## src/rtl/l2cache_dv_array_if.sv

```systemverilog
// Access/flush bus of the L2 dirty/valid status array.
//   master: L2 controller (drives ena/wea/addra/dina/flush_req/flush_mask)
//   slave : l2cache_dv_array (drives douta/dout_vld/ready/flush_done)
// addra = {set index, way select}; douta holds way w at [w*DV_W +: DV_W].
interface l2cache_dv_array_if #(
  parameter int WAYS = 8,
  parameter int SETS = 128,
  parameter int DV_W = 2
) ();
  localparam int SW = $clog2(SETS);
  localparam int WW = $clog2(WAYS);

  logic                 ena;
  logic                 wea;
  logic [SW+WW-1:0]     addra;
  logic [DV_W-1:0]      dina;
  logic [WAYS*DV_W-1:0] douta;
  logic                 dout_vld;
  logic                 ready;
  logic                 flush_req;
  logic [DV_W-1:0]      flush_mask;
  logic                 flush_done;

  modport master (
    output ena, wea, addra, dina, flush_req, flush_mask,
    input  douta, dout_vld, ready, flush_done
  );

  modport slave (
    input  ena, wea, addra, dina, flush_req, flush_mask,
    output douta, dout_vld, ready, flush_done
  );
endinterface

```

## src/rtl/l2cache_dv_array.sv

```systemverilog
// Dirty/valid status array for the L2 cache: WAYS x SETS x DV_W bits,
// single-ported, registered read data.
//   clka : clock, rising edge
//   rsta : synchronous active-high reset
//   bus  : slave side of l2cache_dv_array_if
//          reads return a whole set, writes update one way (write-first),
//          flush_req starts a sweep clearing flush_mask bits in every way.
// After reset an init sweep zeroes every set before ready rises.
module l2cache_dv_array #(
  parameter int WAYS = 8,
  parameter int SETS = 128,
  parameter int DV_W = 2
) (
  input  logic              clka,
  input  logic              rsta,
  l2cache_dv_array_if.slave bus
);
  localparam int SW    = $clog2(SETS);
  localparam int WW    = $clog2(WAYS);
  localparam int ROW_W = WAYS * DV_W;
  localparam logic [SW-1:0] LAST_SET = SW'(SETS - 1);

  typedef enum logic [1:0] {S_INIT, S_IDLE, S_FLUSH} state_t;

  logic [ROW_W-1:0] mem [SETS];

  state_t           state_reg, state_next;
  logic [SW-1:0]    cnt_reg, cnt_next;
  logic [DV_W-1:0]  mask_reg, mask_next;
  logic [ROW_W-1:0] douta_reg, douta_next;
  logic             dout_vld_reg, dout_vld_next;
  logic             ready_reg, ready_next;
  logic             flush_done_reg, flush_done_next;

  logic [SW-1:0]    set_idx;
  logic [WW-1:0]    way_idx;
  logic [SW-1:0]    arr_addr;
  logic [ROW_W-1:0] row_rd;
  logic [ROW_W-1:0] row_merged;
  logic [ROW_W-1:0] row_cleared;
  logic [ROW_W-1:0] arr_wdata;
  logic             arr_we;

  assign set_idx = bus.addra[SW+WW-1:WW];
  assign way_idx = bus.addra[WW-1:0];

  // The single port serves the access set in IDLE and the sweep counter otherwise.
  assign arr_addr = (state_reg == S_IDLE) ? set_idx : cnt_reg;
  assign row_rd   = mem[arr_addr];

  // Per-way merge for writes and per-way mask clear for flash sweeps.
  generate
    for (genvar gi = 0; gi < WAYS; gi++) begin : g_way
      assign row_merged[gi*DV_W +: DV_W] =
        (way_idx == WW'(gi)) ? bus.dina : row_rd[gi*DV_W +: DV_W];
      assign row_cleared[gi*DV_W +: DV_W] = row_rd[gi*DV_W +: DV_W] & ~mask_reg;
    end
  endgenerate

  always_comb begin
    state_next      = state_reg;
    cnt_next        = cnt_reg;
    mask_next       = mask_reg;
    douta_next      = douta_reg;
    dout_vld_next   = 1'b0;
    flush_done_next = 1'b0;
    arr_we          = 1'b0;
    arr_wdata       = row_rd;
    case (state_reg)
      S_INIT: begin
        arr_we    = 1'b1;
        arr_wdata = '0;
        if (cnt_reg == LAST_SET) begin
          state_next = S_IDLE;
          cnt_next   = '0;
        end else begin
          cnt_next = cnt_reg + SW'(1);
        end
      end
      S_IDLE: begin
        if (bus.ena) begin
          dout_vld_next = 1'b1;
          if (bus.wea) begin
            arr_we     = 1'b1;
            arr_wdata  = row_merged;
            douta_next = row_merged;
          end else begin
            douta_next = row_rd;
          end
        end
        // A same-cycle access lands first; the sweep starts at set 0 afterwards.
        if (bus.flush_req) begin
          mask_next  = bus.flush_mask;
          state_next = S_FLUSH;
        end
      end
      S_FLUSH: begin
        arr_we    = 1'b1;
        arr_wdata = row_cleared;
        if (cnt_reg == LAST_SET) begin
          state_next      = S_IDLE;
          cnt_next        = '0;
          flush_done_next = 1'b1;
        end else begin
          cnt_next = cnt_reg + SW'(1);
        end
      end
      default: begin
        state_next = S_INIT;
        cnt_next   = '0;
      end
    endcase
    ready_next = (state_next == S_IDLE);
  end

  always_ff @(posedge clka) begin
    if (rsta) begin
      state_reg      <= S_INIT;
      cnt_reg        <= '0;
      mask_reg       <= '0;
      douta_reg      <= '0;
      dout_vld_reg   <= 1'b0;
      ready_reg      <= 1'b0;
      flush_done_reg <= 1'b0;
    end else begin
      state_reg      <= state_next;
      cnt_reg        <= cnt_next;
      mask_reg       <= mask_next;
      douta_reg      <= douta_next;
      dout_vld_reg   <= dout_vld_next;
      ready_reg      <= ready_next;
      flush_done_reg <= flush_done_next;
    end
  end

  // Array contents are left untouched while reset is asserted.
  always_ff @(posedge clka) begin
    if (arr_we && !rsta) begin
      mem[arr_addr] <= arr_wdata;
    end
  end

  assign bus.douta      = douta_reg;
  assign bus.dout_vld   = dout_vld_reg;
  assign bus.ready      = ready_reg;
  assign bus.flush_done = flush_done_reg;
endmodule

```

## src/flat_wrapper.sv

```systemverilog
// flat-port wrapper written by rule: the top's interface ports become plain ports
module l2cache_dv_array_flat 
#(
  parameter int WAYS = 8,
  parameter int SETS = 128,
  parameter int DV_W = 2
)
  (clka, rsta, bus_ena, bus_wea, bus_addra, bus_dina, bus_flush_req, bus_flush_mask, bus_douta, bus_dout_vld, bus_ready, bus_flush_done);
  l2cache_dv_array_if #(.WAYS(WAYS), .SETS(SETS), .DV_W(DV_W)) bus_i ();
  input  logic clka;
  input  logic rsta;
  input wire logic [$bits(bus_i.ena)-1:0] bus_ena;
  input wire logic [$bits(bus_i.wea)-1:0] bus_wea;
  input wire logic [$bits(bus_i.addra)-1:0] bus_addra;
  input wire logic [$bits(bus_i.dina)-1:0] bus_dina;
  input wire logic [$bits(bus_i.flush_req)-1:0] bus_flush_req;
  input wire logic [$bits(bus_i.flush_mask)-1:0] bus_flush_mask;
  output wire logic [$bits(bus_i.douta)-1:0] bus_douta;
  output wire logic [$bits(bus_i.dout_vld)-1:0] bus_dout_vld;
  output wire logic [$bits(bus_i.ready)-1:0] bus_ready;
  output wire logic [$bits(bus_i.flush_done)-1:0] bus_flush_done;
  assign bus_i.ena = bus_ena;
  assign bus_i.wea = bus_wea;
  assign bus_i.addra = bus_addra;
  assign bus_i.dina = bus_dina;
  assign bus_i.flush_req = bus_flush_req;
  assign bus_i.flush_mask = bus_flush_mask;
  assign bus_douta = bus_i.douta;
  assign bus_dout_vld = bus_i.dout_vld;
  assign bus_ready = bus_i.ready;
  assign bus_flush_done = bus_i.flush_done;
  l2cache_dv_array #(.WAYS(WAYS), .SETS(SETS), .DV_W(DV_W)) u_core (.clka(clka), .rsta(rsta), .bus(bus_i));
endmodule
```

## config.mk

```make
export PLATFORM = sky130hd
export DESIGN_NAME = l2cache_dv_array_flat
export DESIGN_NICKNAME = d
export VERILOG_FILES = /design/src/rtl/l2cache_dv_array_if.sv /design/src/rtl/l2cache_dv_array.sv /design/src/flat_wrapper.sv
export SDC_FILE = /design/constraint.sdc
export NUM_CORES = 2
export LEC_CHECK = 0
export ABC_AREA = 1
export BUFFER_PORTS_ARGS = -buffer_cell sky130_fd_sc_hd__buf_2
export CORE_MARGIN = 2
export CORE_UTILIZATION = 43
export DETAILED_ROUTE_END_ITERATION = 7
export HOLD_SLACK_MARGIN = 0.05
export SLEW_MARGIN = 20
export SYNTH_ARGS = -nofsm -noshare
export SYNTH_HDL_FRONTEND = slang
export SYNTH_SLANG_ARGS = --single-unit
```

## constraint.sdc

```tcl
create_clock -name clka -period 13.48 [get_ports clka]
set_input_delay 2.696 -clock clka [delete_from_list [all_inputs] [get_ports clka]]
set_output_delay 2.696 -clock clka [all_outputs]
set_load 0.01 [all_outputs]
```

### Word level (Yosys, flattened, before mapping)

Memory sizes are Yosys's and may differ from the RTL's.
Cells that the tools add are included.
Widths: inputs -> output; s select.

| word-level totals | value |
|---|---|
| memories | 1 |
| output and inout port bits | 19 |
| RAM bits | 2,048 |
| flip-flop bits (word level) | 30 |

Memories:

| name | depth | bits a word | read ports | clocked after memory_dff | write ports | RTL line | RTL |
|---|---|---|---|---|---|---|---|
| u_core.mem | 128 | 16 | 1 | 0 | 1 | l2cache_dv_array.sv:25 | `logic [ROW_W-1:0] mem [SETS];` |

| cells by class | value |
|---|---|
| muxes and demuxes | 24 |
| bitwise operators | 11 |
| add/sub/neg operators | 1 |
| equality and inequality tests | 11 |
| reduce and logical (&&, ||, !) cells | 9 |

Operators with widths:

| kind | number |
|---|---|
| $pmux 16 s3 | 1 |
| $mux 16 | 2 |
| $mux 2 | 10 |
| $and 2x2->2 | 8 |
| $mux 7 | 2 |
| $pmux 7 s2 | 1 |
| $eq 3x3->1 const B | 4 |
| $add 7x1->7 const B | 1 |
| $eq 7x7->1 const B | 1 |
| $eq 3x2->1 const B | 2 |
| $mux 1 | 6 |
| $reduce_or 2->1 | 3 |
| $eq 2x1->1 const B | 2 |
| $pmux 2 s2 | 1 |
| $reduce_and 2->1 | 2 |
| $eq 3x1->1 const B | 1 |
| $logic_not 3->1 | 1 |
| $eq 2x2->1 const B | 1 |
| $logic_not 2->1 | 1 |
| $not 1->1 | 2 |
| $not 2->2 | 1 |
| $pmux 1 s2 | 1 |
| $logic_and 1x1->1 | 1 |
| $logic_not 1->1 | 1 |

### Depth between registers and ports, before layout

An unclocked memory read counts as a cell.

| logic depth | value |
|---|---|
| depth in word-level cells | 7 |
| mapped depth | 22 |
| gate-level depth less buffers | 19 |

### Worst setup path before layout

No wires, ideal clock.

| path | value |
|---|---|
| path kind | input to register |
| from | input bus_addra[3] |
| to | memory u_core.mem[0][14] in the netlist's numbering, data pin |
| cell stages on the path | 15 |
| path buffers | 3 |
| arrival | 9,057 ps |
| slack | 3,225 ps |
| path through | nand3_2 -> nand2_4 -> buf_6 -> buf_6 -> buf_2 -> nand2_1 -> nand3_1 -> nand2_1 -> nor2_1 -> nor2_1 -> nor2_1 -> nand2_1 -> nand2_1 -> nand4_1 -> o21ai_0 |

| between the ends | value |
|---|---|
| cells in the longest elaborated chain, start to end | 6 |

Ends and longest elaborated chain:

| what | RTL line | RTL |
|---|---|---|
| start: declaration | flat_wrapper.sv:14 | `input wire logic [$bits(bus_i.addra)-1:0] bus_addra;` |
| $mux 7 (*) | l2cache_dv_array.sv:48 | `assign arr_addr = (state_reg == S_IDLE) ? set_idx : cnt_reg;` |
| $mem_v2 128x16 (*) | -- |  |
| $mux 2 | l2cache_dv_array.sv:55 | `(way_idx == WW'(gi)) ? bus.dina : row_rd[gi*DV_W +: DV_W];` |
| $mux 16 | l2cache_dv_array.sv:83 | `if (bus.wea) begin` |
| $mux 16 | l2cache_dv_array.sv:81 | `if (bus.ena) begin` |
| $pmux 16 s3 (*) | l2cache_dv_array.sv:69 | `case (state_reg)` |
| named net u_core.arr_wdata[14] | l2cache_dv_array.sv:41 | `logic [ROW_W-1:0] arr_wdata;` |
| end: declaration | l2cache_dv_array.sv:25 |  |

Mark *: on every way through the listed nets, which the timed path passes. The rest lies on a longest branch.

### Final worst setup path

| path | value |
|---|---|
| from | input bus_addra[3] |
| to | memory u_core.mem[69][7] in the netlist's numbering, data pin |

Same word-level chain as after synthesis.

==> flow_summary.json <==
{
  "outcome": "finished clean",
  "max-cap-violations": 0,
  "final-instance-count-excl-fill": 13060,
  "cpMaxStageDelayCell": "buf_4",
  "synth-adder-area-share": 0.0001343,
  "rows": 170,
  "grt_start_max_net_pins": 189,
  "path_cells": "buf_2, nand3_2, nand2_8, buf_12, buf_4, o21ai_0, nand2_1, nand2_1, nand2_1, nand2_1, nand2_1, nand2_1, nor2_1, nor2_1, nor2_1, nand2_1, o21ai_4, buf_4, buf_4",
  "dp_hpwl_um": 143600,
  "synth_compound_area_frac": 0.02442,
  "path_class": "input pin to flip-flop",
  "tritoncts": "yes",
  "clk_pin_slew_ns": 0.06,
  "critPathBufInv": 5,
  "endpoint_kind": "flip-flop",
  "ant_nets": 0,
  "grt_pass1_wl_um": 387800,
  "finalCriticalPeriod_ns": 8.285,
  "grt_pass1_vias": 60630,
  "design_area_mm2": 0.1039,
  "antenna_found_initial": 15,
  "critPathMaxStageDelay_ns": 0.83,
  "dieArea_mm2": 0.2204,
  "cp.arrival_ns": 8.85,
  "fin_setup_tns_ns": 0,
  "area_growth_pct": 11.52,
  "grt-ovfl-total": 0,
  "ys_warn_count": 0,
  "die_h_um": 469.5,
  "relSlewSlack": 0.2085,
  "synth-simple-area-share": 0.2201,
  "drtIter0Drc": 7129,
  "maxSlewViolCount": 0,
  "fill_cells": 19660,
  "fin_crit_sh": 0.6146,
  "placedInstanceArea_mm2": 0.09690,
  "largest_reg_flops": 2048,
  "drcViolationCount": 0,
  "dp_cells": 12650,
  "clockBufferDepth": 3,
  "clock-sinks": 2078,
  "netlist_top_cells_area": "edfxtp_1 (66%), nand2_1 (20%), inv_1 (6.6%), buf_2 (1.5%), nor2_1 (1.3%)",
  "crit_top_cell": "nand2_1",
  "routed_wl_um": 260600,
  "fmax_mhz": 120.7,
  "min_path_type": "flip-flop to flip-flop",
  "post_cts_buffers": 0,
  "viasPerCell": 4.928,
  "critPathRequiredTime_ns": 14.05,
  "cp-start-kind": "input pin",
  "coreArea_mm2": 0.2150,
  "worst-path-max-fanout": 157,
  "ys_ff_latch": 2078,
  "power-per-cell-area_mw_per_mm2": 132.0,
  "synth_area_leader_cell": "edfxtp_1",
  "setup_viol": 0,
  "htreeDepth": 4,
  "rrSetupSlack_ns": 6.50,
  "initial_utilization": 0.4332,
  "holdPathStages": 2,
  "io_buffers": 37,
  "synthMuxAreaShare": 0,
  "syn-num-nets": 10030,
  "final_common_cell": "nand2_1",
  "cts-resized-gates": 0,
  "avgSynthCellArea_um2": 9.306,
  "drt_pass1_iterations": 6,
  "cts_root_buffer": "clkbuf_16",
  "clock_skew_ns": 0.06596,
  "clk_latency_ns": 0.89,
  "numCtsBuffers": 216,
  "final_nets": 10050,
  "synth_xor_area_frac": 0.00009401,
  "synth_area_mm2": 0.09316,
  "tightest_slew_ns": 1.187,
  "reg2reg_depth": 19,
  "syn_inst": 10010,
  "synth_top_area_share": 0.6601,
  "layout_common_cells": "nand2_1 (4986), edfxtp_1 (2048), inv_1 (1634)",
  "peakVddDrop_mv": 0.1628,
  "synth_top_family_by_area": "simple AND/OR/NAND/NOR gates",
  "hold_violations": 0,
  "power.leakage_nw": 48.46,
  "globalplace.congestion": 0.9045,
  "die_w_um": 469.5,
  "critPathTopFamily": "buffers and inverters",
  "synth_seq_area_share": 0.6666,
  "drive_gt1_frac": 0.06091,
  "grt_usage": 0.2335,
  "num_vias": 64370,
  "cp.depth": 19,
  "rsz0062_at_grt": "no",
  "cts_hold_buf": 0,
  "ios": 38,
  "wire_per_inst_um": 19.94,
  "yosys.cell_types.count": 28
}
cell usage after synthesis:
master / number
a211oi_1: 1
a21oi_1: 30
a221oi_1: 1
buf_1: 24
buf_2: 279
buf_4: 8
buf_6: 13
clkbuf_1: 115
dfxtp_1: 30
edfxtp_1: 2048
ha_1: 1
inv_1: 1634
inv_2: 2
nand2_1: 4991
nand2_2: 1
nand2_4: 3
nand3_1: 53
nand3_2: 1
nand3b_1: 24
nand4_1: 2
nor2_1: 316
nor2_2: 5
nor3_1: 7
nor4_1: 1
o21ai_0: 200
o21ai_1: 219
o221a_2: 1
xor2_1: 1
worst reg2reg max path, cell delays in order (launching register included):
cell and delay, ns:
dfxtp_1 0.39, inv_2 0.24, nand3_2 0.66, nand2_8 0.81, buf_12 0.56, buf_4 1.00, o21ai_0 0.22, nand2_1 0.09
nand2_1 0.06, nand2_1 0.05, nand2_1 0.06, nand2_1 0.06, nand2_1 0.09, nor2_1 0.13, nor2_1 0.08, nor2_1 0.28
nand2_1 0.16, o21ai_4 0.40, buf_4 0.57, buf_4 0.65
report_power, final:
group	internal, mW	total [mW]	switching (mW)
logic	0.189	0.832	0.643
clock network	3.31	5.88	2.57
registers	7.00	7.00	0.00315
total	10.5	13.7	3.21
per-stage QoR:
step	hold slack (ns)	utilization	worst slack [ns]	power (mW)
finish	0.4726	0.4832	5.195	13.71
CTS	0.4704	0.4828	5.291	13.80
detailed placement	0.4613	0.4506	4.330	7.961
floorplan	0.4293	-	3.225	7.692
global placement	0.4561	0.4503	4.462	7.960
global route	0.4906	0.4831	4.807	14.12
logic make-up after synthesis:
| kind of cell | count (synthesis) |
|---|---|
| AND/OR/NAND/NOR | 5404 |
| adder cells (fa/ha/maj) | 1 |
| XOR/XNOR | 1 |
| AO/OA/AOI/OAI | 452 |
| flip-flops | 2078 |
| buffers and inverters | 2075 |
cell type report:
class	instances	area, um2	area share
flip-flops and latches	2078	62100	0.5977
multi-input cells	5858	23270	0.2240
inverters	1636	6141	0.05910
clock buffers	284	5817	0.05599
well taps	2838	3551	0.03418
repair buffers	240	1867	0.01797
clock inverters	116	1115	0.01073
diodes	14	35.03	0.0003372
path summary, 6_finish.rpt:
kind / to / from
worst min-delay path: u_core.bus.douta[13]$_SDFFE_PP0P_ / u_core.bus.douta[13]$_SDFFE_PP0P_
worst max-delay path: u_core.mem[69][7]$_DFFE_PP_ / bus_addra[3]
worst min register to register: u_core.bus.douta[13]$_SDFFE_PP0P_ / u_core.bus.douta[13]$_SDFFE_PP0P_
worst max register to register: u_core.mem[69][7]$_DFFE_PP_ / u_core.state_reg[1]$_SDFF_PP0_
per-layer routing:
layer,track usage,routed length [um]
met1,0.3284,112400
met2,0.3703,118400
met3,0.03336,20670
met4,0.08289,9107
met5,0,0
(Power assumes the default switching activity.)
